--- src/rtl/wb_pkg.sv ---
// Shared constants, FSM states and the queued-entry record for the register-file writeback queue.
package wb_pkg;
  localparam int DATA_W   = 16;
  localparam int ADDR_W   = 3;
  localparam int NUM_REGS = 1 << ADDR_W;

  typedef enum logic [1:0] {EMPTY, ACTIVE, STALLED, DRAIN} wb_state_t;

  typedef struct packed {
    logic [ADDR_W-1:0] rd;
    logic [DATA_W-1:0] data;
  } wb_entry_t;
endpackage

--- src/rtl/wb_fifo.sv ---
// In-order storage for pending register writes: pointers, occupancy, per-slot valid view and,
// when WB_FORWARD_EN is defined, the youngest-matching-entry lookup used for decode bypass.
module wb_fifo
  import wb_pkg::*;
#(
  parameter int  DEPTH = 4,
  localparam int PTR_W = $clog2(DEPTH),
  localparam int CNT_W = $clog2(DEPTH + 1)
) (
  input  logic                   clk,
  input  logic                   rst,
  input  logic                   push,
  input  wb_entry_t              push_entry,
  input  logic                   pop,
  output wb_entry_t              head,
  output logic                   head_valid,
  output logic [CNT_W-1:0]       count,
  output logic [DEPTH-1:0]       slot_valid,
  output logic [DEPTH*ADDR_W-1:0] slot_rd
`ifdef WB_FORWARD_EN
  ,
  input  logic [ADDR_W-1:0]      fwd_addr,
  output logic                   fwd_hit,
  output logic [DATA_W-1:0]      fwd_data
`endif
);
  wb_entry_t        mem_q [DEPTH];
  logic [PTR_W-1:0] wr_ptr_q, wr_ptr_d;
  logic [PTR_W-1:0] rd_ptr_q, rd_ptr_d;
  logic [CNT_W-1:0] count_q, count_d;

  // Pointers wrap for free because DEPTH is a power of two.
  always_comb begin
    wr_ptr_d = wr_ptr_q + PTR_W'(push);
    rd_ptr_d = rd_ptr_q + PTR_W'(pop);
    count_d  = count_q + CNT_W'(push) - CNT_W'(pop);
  end

  always_ff @(posedge clk or posedge rst) begin
    if (rst) begin
      wr_ptr_q <= '0;
      rd_ptr_q <= '0;
      count_q  <= '0;
    end else begin
      wr_ptr_q <= wr_ptr_d;
      rd_ptr_q <= rd_ptr_d;
      count_q  <= count_d;
    end
  end

  always_ff @(posedge clk) begin
    if (push) mem_q[wr_ptr_q] <= push_entry;
  end

  assign count      = count_q;
  assign head_valid = (count_q != '0);
  assign head       = head_valid ? mem_q[rd_ptr_q] : '0;

  // A slot is live when its distance from the read pointer is below the occupancy.
  for (genvar gi = 0; gi < DEPTH; gi++) begin : g_slot
    logic [PTR_W-1:0] age;
    assign age                          = PTR_W'(gi) - rd_ptr_q;
    assign slot_valid[gi]               = (CNT_W'(age) < count_q);
    assign slot_rd[gi*ADDR_W +: ADDR_W] = mem_q[gi].rd;
  end

`ifdef WB_FORWARD_EN
  logic [PTR_W-1:0] fwd_idx;

  // Walk oldest to youngest so the last match wins.
  always_comb begin
    fwd_hit  = 1'b0;
    fwd_data = '0;
    fwd_idx  = '0;
    for (int k = 0; k < DEPTH; k++) begin
      fwd_idx = rd_ptr_q + PTR_W'(k);
      if ((CNT_W'(k) < count_q) && (mem_q[fwd_idx].rd == fwd_addr) && (fwd_addr != '0)) begin
        fwd_hit  = 1'b1;
        fwd_data = mem_q[fwd_idx].data;
      end
    end
  end
`endif
endmodule

--- src/rtl/reg_writeback_queue.sv ---
// Writeback queue in front of the 8x16 register file: handshake, r0 filtering, FSM with drain,
// and RAW pending mask. Define WB_FORWARD_EN to add the fwd_addr/fwd_hit/fwd_data bypass lookup.
module reg_writeback_queue
  import wb_pkg::*;
#(
  parameter int  DEPTH = 4,
  localparam int CNT_W = $clog2(DEPTH + 1)
) (
  input  logic                Clk,
  input  logic                Reset,
  input  logic                in_valid,
  output logic                in_ready,
  input  logic [ADDR_W-1:0]   in_rd,
  input  logic [DATA_W-1:0]   in_data,
  input  logic                wb_stall,
  input  logic                drain_req,
  output logic                drain_done,
  output logic                RegWrite,
  output logic [ADDR_W-1:0]   WriteRegister,
  output logic [DATA_W-1:0]   WriteData,
  output logic [NUM_REGS-1:0] pending_mask,
  output logic [CNT_W-1:0]    count
`ifdef WB_FORWARD_EN
  ,
  input  logic [ADDR_W-1:0]   fwd_addr,
  output logic                fwd_hit,
  output logic [DATA_W-1:0]   fwd_data
`endif
);
  wb_state_t                state_q, state_d;
  logic                     done_sent_q, done_sent_d;
  logic                     push, pop, head_valid;
  wb_entry_t                head;
  logic [DEPTH-1:0]         slot_valid;
  logic [DEPTH*ADDR_W-1:0]  slot_rd;
  logic [NUM_REGS-1:0]      slot_onehot [DEPTH];

  assign in_ready = (count < CNT_W'(DEPTH)) && (state_q != DRAIN);
  // Writes to r0 complete the handshake but are dropped here.
  assign push     = in_valid && in_ready && (in_rd != '0);
  assign pop      = head_valid && !wb_stall;

  assign RegWrite      = pop;
  assign WriteRegister = head.rd;
  assign WriteData     = head.data;

  wb_fifo #(.DEPTH(DEPTH)) u_fifo (
    .clk        (Clk),
    .rst        (Reset),
    .push       (push),
    .push_entry ('{rd: in_rd, data: in_data}),
    .pop        (pop),
    .head       (head),
    .head_valid (head_valid),
    .count      (count),
    .slot_valid (slot_valid),
    .slot_rd    (slot_rd)
`ifdef WB_FORWARD_EN
    ,
    .fwd_addr   (fwd_addr),
    .fwd_hit    (fwd_hit),
    .fwd_data   (fwd_data)
`endif
  );

  for (genvar gi = 0; gi < DEPTH; gi++) begin : g_mask
    assign slot_onehot[gi] = slot_valid[gi] ? (NUM_REGS'(1) << slot_rd[gi*ADDR_W +: ADDR_W]) : '0;
  end

  always_comb begin
    pending_mask = '0;
    for (int k = 0; k < DEPTH; k++) pending_mask = pending_mask | slot_onehot[k];
  end

  // done_sent remembers that the drain pulse fired while drain_req is still held.
  always_comb begin
    state_d     = state_q;
    done_sent_d = 1'b0;
    drain_done  = 1'b0;
    case (state_q)
      EMPTY:   if (push) state_d = ACTIVE;
      ACTIVE: begin
        if (wb_stall) state_d = STALLED;
        else if (pop && (count == CNT_W'(1)) && !push) state_d = EMPTY;
      end
      STALLED: if (!wb_stall) state_d = ACTIVE;
      DRAIN: begin
        if (count == '0) begin
          drain_done  = !done_sent_q;
          done_sent_d = 1'b1;
          if (!drain_req) state_d = EMPTY;
        end else begin
          done_sent_d = done_sent_q;
        end
      end
      default: state_d = EMPTY;
    endcase
    if (drain_req && (state_q != DRAIN)) state_d = DRAIN;
    if (state_d != DRAIN) done_sent_d = 1'b0;
  end

  always_ff @(posedge Clk or posedge Reset) begin
    if (Reset) begin
      state_q     <= EMPTY;
      done_sent_q <= 1'b0;
    end else begin
      state_q     <= state_d;
      done_sent_q <= done_sent_d;
    end
  end
endmodule

--- config.mk ---
export PLATFORM = sky130hd
export DESIGN_NAME = reg_writeback_queue
export DESIGN_NICKNAME = d
export VERILOG_FILES = /design/src/rtl/wb_pkg.sv /design/src/rtl/wb_fifo.sv /design/src/rtl/reg_writeback_queue.sv
export SDC_FILE = /design/constraint.sdc
export NUM_CORES = 1
export LEC_CHECK = 0
export ABC_AREA = 1
export BUFFER_PORTS_ARGS = -buffer_cell sky130_fd_sc_hd__buf_2
export CORE_AREA = 2 2 94 96
export CTS_CLUSTER_SIZE = 40
export DETAILED_ROUTE_END_ITERATION = 10
export DIE_AREA = 0 0 96 98
export PLACE_DENSITY = 0.79
export RECOVER_POWER = 50
export SYNTH_ARGS = -nofsm -noshare
export SYNTH_HDL_FRONTEND = slang
export SYNTH_SLANG_ARGS = --single-unit
--- constraint.sdc ---
create_clock -name Clk -period 7.6 [get_ports Clk]
set_input_delay 0.76 -clock Clk [delete_from_list [all_inputs] [get_ports Clk]]
set_output_delay 0.76 -clock Clk [all_outputs]
set_load 0.01 [all_outputs]
# Yosys cells after proc, flatten, opt, wreduce, memory -nomap -nowiden
# Memories as Yosys holds them, arrays and structs flattened.
# Cells that the tools add are included.
[classes]
add_sub_neg = 8
n_mul = 0
n_div = 0
order_cmp = 5
n_eq_ne = 7
shifts = 4
n_mux = 20
bitwise = 3
reduce_logical = 14
[ops]
columns = ["operator", "count"]
rows = [
  ["$mux 8", 4],
  ["$shl 1x3->8 const A", 4],
  ["$or 8x8->8", 3],
  ["$mux 19", 1],
  ["$mux 2", 7],
  ["$lt 2x3->1", 4],
  ["$pmux 2 s4", 1],
  ["$logic_and 1x1->1", 7],
  ["$mux 1", 7],
  ["$reduce_bool 3->1", 2],
  ["$add 2x1->2", 2],
  ["$eq 2x2->1 const B", 2],
  ["$ne 2x2->1 const B", 2],
  ["$sub 1x2->2 const A", 2],
  ["$sub 2x2->2 const A", 2],
  ["$add 3x1->3", 1],
  ["$eq 3x1->1 const B", 1],
  ["$logic_not 1->1", 3],
  ["$logic_not 3->1", 1],
  ["$lt 3x3->1 const B", 1],
  ["$ne 3x3->1 const B", 1],
  ["$sub 3x1->3", 1],
  ["$eq 2x1->1 const B", 1],
  ["$logic_not 2->1", 1],
]
[totals]
ff_bits = 10
latchBits = 0
ram_bits = 76
rom_bits = 0
in_bits = 24
output_inout_bits = 33
word_cells = 67
memories = 1
[memory_table]
columns = ["name", "depth", "word_bits", "read_ports", "rd_clocked_by_memory_dff", "write_ports", "line_no", "source"]
rows = [
  ["u_fifo.mem_q", 4, 19, 5, 0, 1, "wb_fifo.sv:27", "wb_entry_t mem_q [DEPTH];"],
]

# Longest topological paths before layout
# Gate-level depths: netlist (run 1).
[depth]
ltp_word = 12
mapped_depth = 12
ltp_nobuf = 11

# Modules after synthesis
# A second synthesis (run 1) with hierarchy kept.
[hier_totals]
hier_cells = 421
area_unflattened_um2 = 4180.3
[modules_own_cells]
columns = ["mod", "instances", "cells_per_inst", "area_each_um2", "seq_area_each_um2"]
rows = [
  ["wb_fifo", 1, 308, 3614.7, 2457.4],
  ["reg_writeback_queue", 1, 113, 565.5, 75.1],
]

# Worst setup path after synthesis (run 1)
# Ideal clock, no wire load.
[synth_path]
path_kind = "input-to-reg"
start = "input port in_valid"
end = "memory u_fifo.mem_q[0][0] (netlist bit), enable pin"
setup_time_ns = 0.419
arrival_time_ns = 2.333
required_time_ns = 7.181
path_slack_ns = 4.848
stages = 4
n_path_buf = 0
path_cell_list = "inv_1 -> nor2_4 -> nand2_2 -> nor3_1"
[synth_via]
elab_chain_len = 4
[synth_rtl]
columns = ["element", "line_no", "source"]
rows = [
  ["start: declaration", "reg_writeback_queue.sv:11", "input logic in_valid,"],
  ["$logic_and 1x1->1 (2 in series)", "reg_writeback_queue.sv:40", "assign push = in_valid && in_ready && (in_rd != '0);"],
  ["$mux 1", "wb_fifo.sv:52", "if (push) mem_q[wr_ptr_q] <= push_entry;"],
  ["$mux 1 (not written as such)", "wb_fifo.sv:52", ""],
  ["end: declaration", "wb_fifo.sv:27", ""],
]
# No other way between the ends.

# Worst setup path after layout (run 1)
[layout_path]
start = "register u_fifo.rd_ptr_q[1]"
end = "output port pending_mask[2]"
[layout_via]
elab_chain_len = 6
word_cells_on_any_way = 15
classes_between = "add/sub (4); order compare (4); mux (4); bitwise (3)"
[layout_rtl]
columns = ["element", "line_no", "source"]
rows = [
  ["start: declaration", "wb_fifo.sv:29", "logic [PTR_W-1:0] rd_ptr_q, rd_ptr_d;"],
  ["start signal: assignment", "wb_fifo.sv:46", "rd_ptr_q <= rd_ptr_d;"],
  ["$sub 1x2->2", "wb_fifo.sv:62", "assign age = PTR_W'(gi) - rd_ptr_q;"],
  ["$lt 2x3->1", "wb_fifo.sv:63", "assign slot_valid[gi] = (CNT_W'(age) < count_q);"],
  ["$mux 8", "reg_writeback_queue.sv:67", "assign slot_onehot[gi] = slot_valid[gi] ? (NUM_REGS'(1) << slot_rd[gi*ADDR_W +: ADDR_W]) : '0;"],
  ["$or 8x8->8 (2 in series)", "reg_writeback_queue.sv:72", "for (int k = 0; k < DEPTH; k++) pending_mask = pending_mask | slot_onehot[k];"],
  ["$or 8x8->8 (*)", "reg_writeback_queue.sv:72", ""],
  ["end: declaration", "reg_writeback_queue.sv:21", "output logic [NUM_REGS-1:0] pending_mask,"],
]
# Mark *: on every way between the ends. The rest lies on a longest branch, timed or not.

==> results of run 1 <==
[sequential cells by signal, indices dropped and copies added (netlist names)]
signal,count
u_fifo.wr_ptr_q,2
done_sent_q,1
u_fifo.rd_ptr_q,2
u_fifo.mem_q,76
u_fifo.count,3
state_q,2
[stage by stage]
step                cells  instance area [um2]  total power [uW]
finish                562                 4600              1690
global route          562                 4600              1800
CTS                   562                 4660              1710
detailed placement    546                 4460              1390
global placement      546                 4460              1360
floorplan             392                 4090              1170
[worst register-to-register path, stage by stage, from the launching register on]
cell and delay [ns]:
dfrtp_1 0.40, inv_1 0.32, nand2_1 0.14, nor2_2 0.80, nor2_1 0.24, ha_1 0.34
inv_1 0.05, ha_1 0.14, inv_1 0.05, fa_1 0.38, xnor2_1 0.15, xor2_1 0.15
[routing by layer]
metal | share of wire | vias to the layer above | global-route usage
met4 | 0.014 | 0 | 0.0659
met1 | 0.44 | 1427 | 0.265
li1 | - | 1502 | -
met3 | 0.057 | 13 | 0.0316
met5 | 0 | - | 0
met2 | 0.49 | 113 | 0.319
[power by group through the flow]
stage          clock network, uW  logic (uW)  registers (uW)
2_1_floorplan                  0         549             624
3_3_place_gp                   0         721             639
3_5_place_dp                   0         744             643
4_1_cts                      326         747             632
5_1_grt                      352         811             640
6_report                     324         730             632
[cell usage after synthesis, drive strengths merged]
cell / number / share of area
a31oi: 16 / 0.024
nand2: 97 / 0.093
xor2: 3 / 0.0064
xnor2: 1 / 0.0021
nand4: 25 / 0.038
a21oi: 1 / 0.0012
dfrtp: 10 / 0.061
nor3: 7 / 0.0086
nor2: 35 / 0.035
clkinv: 1 / 0.00092
o22ai: 6 / 0.0092
o221ai: 1 / 0.0021
o31ai: 1 / 0.0018
buf: 15 / 0.027
edfxtp: 76 / 0.56
nand3: 54 / 0.070
ha: 8 / 0.024
fa: 1 / 0.0049
inv: 34 / 0.032
[worst paths after layout]
path,startpoint,end,slack (ns),cells past startpoint
max,u_fifo.rd_ptr_q[1],pending_mask[2],3.12,8
min,Reset,state_q[0],0.37,2
max reg2reg,u_fifo.count[2],u_fifo.count[2],4.31,11
min reg2reg,done_sent_q,done_sent_q,0.52,2
max in group asynchronous,Reset,u_fifo.wr_ptr_q[0],6.94,2
min in group Clk,done_sent_q,done_sent_q,0.52,2
[cells by family (layout without fill, tap and decap cells)]
kind of cell,count (synthesis),in the layout,synth area share
compound gates,25,25,0.0388
flops,86,86,0.619
simple gates,218,218,0.244
fa+ha+maj,9,9,0.0293
xor+xnor,4,4,0.00856
buf+inv,50,112,0.0602
[cell type report]
type                            instances  area, um2
Fill cell                             731       3870
Sequential cell                        86       2530
Multi-Input combinational cell        256       1310
Timing Repair Buffer                   61        287
Inverter                               35        136
Tap cell                              108        135
Clock buffer                            9        124
Clock inverter                          7       78.8
==> run_results.csv, run 1 <==
group,metric,value,unit
global_routing,grt_max_degree,38,
outcome,outcome,"finished, final reports clean",
global_routing,grt-ovfl-total,0,
yosys,yosysUniqueCellTypes,28,
clock_tree,holdBufCountCts,0,
drt,vias,3055,
clock_tree,ctsResizeCount,0,
global_routing,antenna_found_initial,0,
clock_tree,post_cts_buffers,0,
critical_path,cp-start-kind,"register",
yosys,synth_seq_area_share,0.619,
die,fp.dieW,96,um
clock_tree,cts_buffer_depth,2,
drt,drtAntennaViolNets,0,
place,place_hpwl,5.97,mm
timing,tns,0,ns
clock_tree,clock_sinks,86,
run,max_cap_violations,0,
clock_tree,clock_latency,0.35,ns
yosys,synth_cells,392,
critical_path,path_class,"register to primary output",
timing,worstMarginPinSlew,1.21,ns
pwr,p_int,972,uW
pwr,peakVddDrop,0.177,mV
yosys,synth_nets,425,
timing,max_clock_freq,223,MHz
yosys,synth_warnings,0,
critical_path,cp_top_family,"buffers and inverters",
drt,wl,8.86,mm
critical_path,worstPathCellList,"clkinv_1, nand2_1, nand2_1, ha_1, nand3_2, nand3_1, nand4_1, buf_2",
timing,rsz0062_at_grt,"false",
timing,fin_worst_skew,0.0131,ns
yosys,ys_ff_latch,86,
drt,avgViaCountPerCell,5.44,
clock_tree,clk_pin_slew,0.09,ns
clock_tree,cts_made_buffers,9,
timing,hold_viol_final,0,
die,die_area,9410,um2
die,boundaryPins,57,
pwr,p_per_area,367,nW/um2
layout,layout.nets,482,
critical_path,crit_path_frequent_cell,"nand2_1",
timing,timing.final.crit_share,0.589,
pwr,clock_power_share,0.192,
critical_path,end_kind,"primary output",
drt,routedWlPerCell,15.8,um
critical_path,path_buf_inv,2,
place,numPortBuffers,56,
drt,drc_errors,0,
hold_path,hold_class,"primary input to asynchronous set/reset pin",
pwr,p_leak,0.00184,uW
global_routing,grt_pass1_wl,13.9,mm
die,rows,34,
layout,area_growth,12.4,%
die,fp.coreArea,8470,um2
timing,hold_slack,0.370,ns
place,pre_cts_ws,3.59,ns
layout,diodes,0,
die,start_util,0.483,
drt,drt-pass1-iter-count,5,
drt,drt_iter0_drc,171,
layout,drive_above_1_share,0.145,
place,place_congestion,0.970,
critical_path,cp.arrival,3.72,ns
global_routing,track_usage,0.196,
clock_tree,cts_htree_levels,3,
pwr,p_sw_frac,0.423,
yosys,synth_area_per_cell,10.4,um2
critical_path,cpMaxStageDelayCell,"clkinv_1",
yosys,synthesis.area,4090,um2
pwr,p_switching,714,uW
layout,final_cell_mix,"94 x nand2_1, 76 x edfxtp_1, 51 x nand3_1",
timing,max-slew-margin-rel,0.190,
timing,drv_slew,0,
clock_tree,cts_tree,"built",
global_routing,first_global_vias,2852,
critical_path,crit_path_max_incr_delay,1.08,ns
critical_path,required,6.84,ns
critical_path,critPathMaxFanout,35,
pwr,seq_power_share,0.375,
timing,min_period,4.48,ns
clock_tree,clock-root-buffer,"clkbuf_8",
layout,layout.cells.most_common,"nand2_1",
pwr,pwr-share-comb,0.433,
timing,setup_viol,0,
layout,fin_util,0.543,
timing,setup_ws,3.12,ns
die,die_y,98,um
Power figures use the tool's default switching activity.
==> run 2: changes to the inputs <==
Settings changed: ABC_AREA 1 to 0, CORE_AREA 2 2 94 96 to 2 2 92 94, DIE_AREA 0 0 96 98 to 0 0 94 96, PLACE_DENSITY 0.79 to 0.81.
Clock period 7.6 ns to 3.9 ns, I/O delays scaled along.
==> run 2 against run 1 <==
- via count is 25% lower
- combinational power up 77%
- largest cell class unchanged
- sequential share of layout area up 2.1 points
- critical path type unchanged
- hold slack worse by 0.36 ns
- sequential power is 91% higher
- critical endpoint is now pending_mask[3]
- non-clock buffer count is 1 lower
==> run_results.csv, run 2 <==
group,metric,value,unit
outcome,outcome,"finished, final reports clean",
critical_path,rr_startpoint,"u_fifo.count[2]",
drt,drt_iter0_drc,148,
drt,avgViaCountPerCell,5.63,
clock_tree,post_cts_buffers,0,
critical_path,cp-start-kind,"register",
yosys,synthesis.area,3880,um2
timing,timing.final.crit_share,0.720,
yosys,synth_common_cells,"76 x edfxtp_1, 19 x and2_1, 19 x mux4_2, 15 x inv_1, 13 x nand2_1",
layout,final_cell_mix,"76 x edfxtp_1, 34 x buf_2, 23 x clkbuf_1",
die,boundaryPins,57,
global_routing,grt_max_degree,25,
die,die_area,9020,um2
global_routing,first_global_vias,2233,
die,die_y,96,um
yosys,synth_top_area_share,0.588,
critical_path,rrSetupSlack,1.10,ns
pwr,p_per_area,699,nW/um2
timing,tns,0,ns
drt,wl,7.32,mm
pwr,p_leak,0.00159,uW
yosys,synth_warnings,0,
critical_path,end_kind,"primary output",
global_routing,track_usage,0.176,
critical_path,critPathCapture,"pending_mask[3]",
layout,max_flop_register,"u_fifo.mem_q",
critical_path,crit_start,"u_fifo.count[1]",
critical_path,required,3.51,ns
layout,nFillCells,661,
global_routing,grt-ovfl-total,0,
place,place_congestion,0.824,
clock_tree,cts_htree_levels,3,
layout,drive_above_1_share,0.260,
layout,layout.nets,333,
drt,drt-pass1-iter-count,4,
clock_tree,cts_tree,"built",
yosys,synth-main-ff-cell,"edfxtp_1",
place,numPortBuffers,56,
timing,fin_worst_skew,0.00937,ns
yosys,ys_ff_latch,86,
timing,setup_viol,0,
hold_path,hold_class,"primary input to asynchronous set/reset pin",
drt,drtAntennaViolNets,0,
drt,vias,2302,
yosys,synth_cells,237,
critical_path,cp.arrival,2.42,ns
drt,routedWlPerCell,17.9,um
layout,layout.cells.most_common,"edfxtp_1",
critical_path,path_buf_inv,2,
yosys,synth_area_leaders,"edfxtp_1 59%, mux4_2 11%, dfrtp_1 6.4%",
layout,multi_input_area,1240,um2
die,start_util,0.482,
timing,rsz0062_at_grt,"false",
clock_tree,clock-root-buffer,"clkbuf_8",
die,fp.dieW,94,um
pwr,peakVddDrop,0.417,mV
clock_tree,cts_buffer_depth,2,
timing,hold_slack,0.0122,ns
critical_path,cp_top_family,"compound AO/OA/AOI/OAI gates",
yosys,synth_nets,270,
timing,hold_viol_final,0,
timing,drv_slew,0,
timing,min_period,2.81,ns
critical_path,worstPathCellList,"inv_1, ha_1, and2b_1, a211o_1, o32a_1, o221ai_1, buf_2",
die,rows,33,
yosys,synth_area_per_cell,16.4,um2
layout,largest_reg_flops,76,
layout,diodes,0,
critical_path,cpMaxStageDelayCell,"dfrtp_1",
critical_path,crit_path_max_incr_delay,0.49,ns
run,max_cap_violations,0,
yosys,yosysUniqueCellTypes,45,
timing,worstMarginPinSlew,1.18,ns
die,fp.coreArea,8050,um2
yosys,synth_seq_area_share,0.652,
clock_tree,holdBufCountCts,0,
layout,area_growth,14.2,%
layout,regArea,2530,um2
critical_path,reg2regPathDepth,4,
clock_tree,ctsResizeCount,0,
global_routing,grt_pass1_wl,11.5,mm
place,place_hpwl,5.00,mm
yosys,synth-edff-count,76,
clock_tree,clock_sinks,86,
global_routing,antenna_found_initial,0,
yosys,synthArstFlopShare,0.116,
timing,max-slew-margin-rel,0.216,
yosys,yosysMostFrequentCell,"edfxtp_1",
clock_tree,cts_made_buffers,9,
clock_tree,clock_latency,0.35,ns
critical_path,critPathMaxFanout,7,
clock_tree,clk_pin_slew,0.08,ns
yosys,synth_top_area_cell,"edfxtp_1",
critical_path,path_class,"register to primary output",
timing,max_clock_freq,356,MHz
critical_path,cp.depth,7,
critical_path,r2r_end,"u_fifo.mem_q[1][13]",
drt,drc_errors,0,
-- run 2: layer usage --
metal  vias to the layer above  global-route usage  routed length [um]
li1                       1061                   -                   -
met3                        21              0.0329                 437
met4                         0               0.104                 267
met1                      1120               0.212                2950
met5                         -                   0                   0
met2                       100               0.299                3660
-- run 2: cells by family (layout without fill, tap and decap cells) --
family,Yosys count,count (layout),share of synthesized area
DFF,86,86,0.652
and+or+nand+nor,60,60,0.0899
AOI/OAI and AO/OA,33,33,0.0722
buffers and inverters,23,90,0.0277
muxes,20,20,0.113
adders and majority gates,9,9,0.0309
xor gates and xnor gates,6,6,0.0135
-- run 2: area by class of cell --
class,count,area share
clock buffer,9,0.0279
sequential,86,0.571
inverter,15,0.0127
tap,105,0.0296
multi-input combinational,128,0.280
timing repair buffer,60,0.0629
clock inverter,6,0.0161
-- run 2: worst register-to-register path, cell delays in order, from the launching register on --
cell and delay (ns):
dfrtp_1 0.56, a21oi_1 0.31, o311ai_0 0.38, nor3b_2 0.27, clkbuf_1 0.88
-- run 2: metrics by stage --
step / cell area (um2) / utilization / power (uW) / instances / setup slack (ns)
final: 4430 / 0.551 / 3100 / 409 / 1.09
after global routing: 4430 / 0.551 / 3310 / 409 / 0.864
after global placement: 4280 / 0.532 / 2530 / 394 / 1.31
after floorplan: 3880 / - / 2160 / 237 / 1.00
after detailed placement: 4280 / 0.532 / 2550 / 394 / 1.32
after CTS: 4480 / 0.556 / 3150 / 409 / 1.07
-- run 2: worst min path at each step --
| stage | startpoint | endpoint | cells past startpoint |
|---|---|---|---|
| 2_1_floorplan | Reset | done_sent_q | 1 |
| 3_3_place_gp | Reset | done_sent_q | 2 |
| 3_5_place_dp | Reset | done_sent_q | 2 |
| 4_1_cts | Reset | done_sent_q | 2 |
| 5_1_grt | Reset | u_fifo.count[2] | 2 |
| 6_report | Reset | done_sent_q | 2 |
-- run 2: where the power goes --
part	switching [uW]	total (uW)	internal, uW
combinational	677	1290	615
sequential	104	1210	1110
clock	302	598	296
total	1080	3100	2020
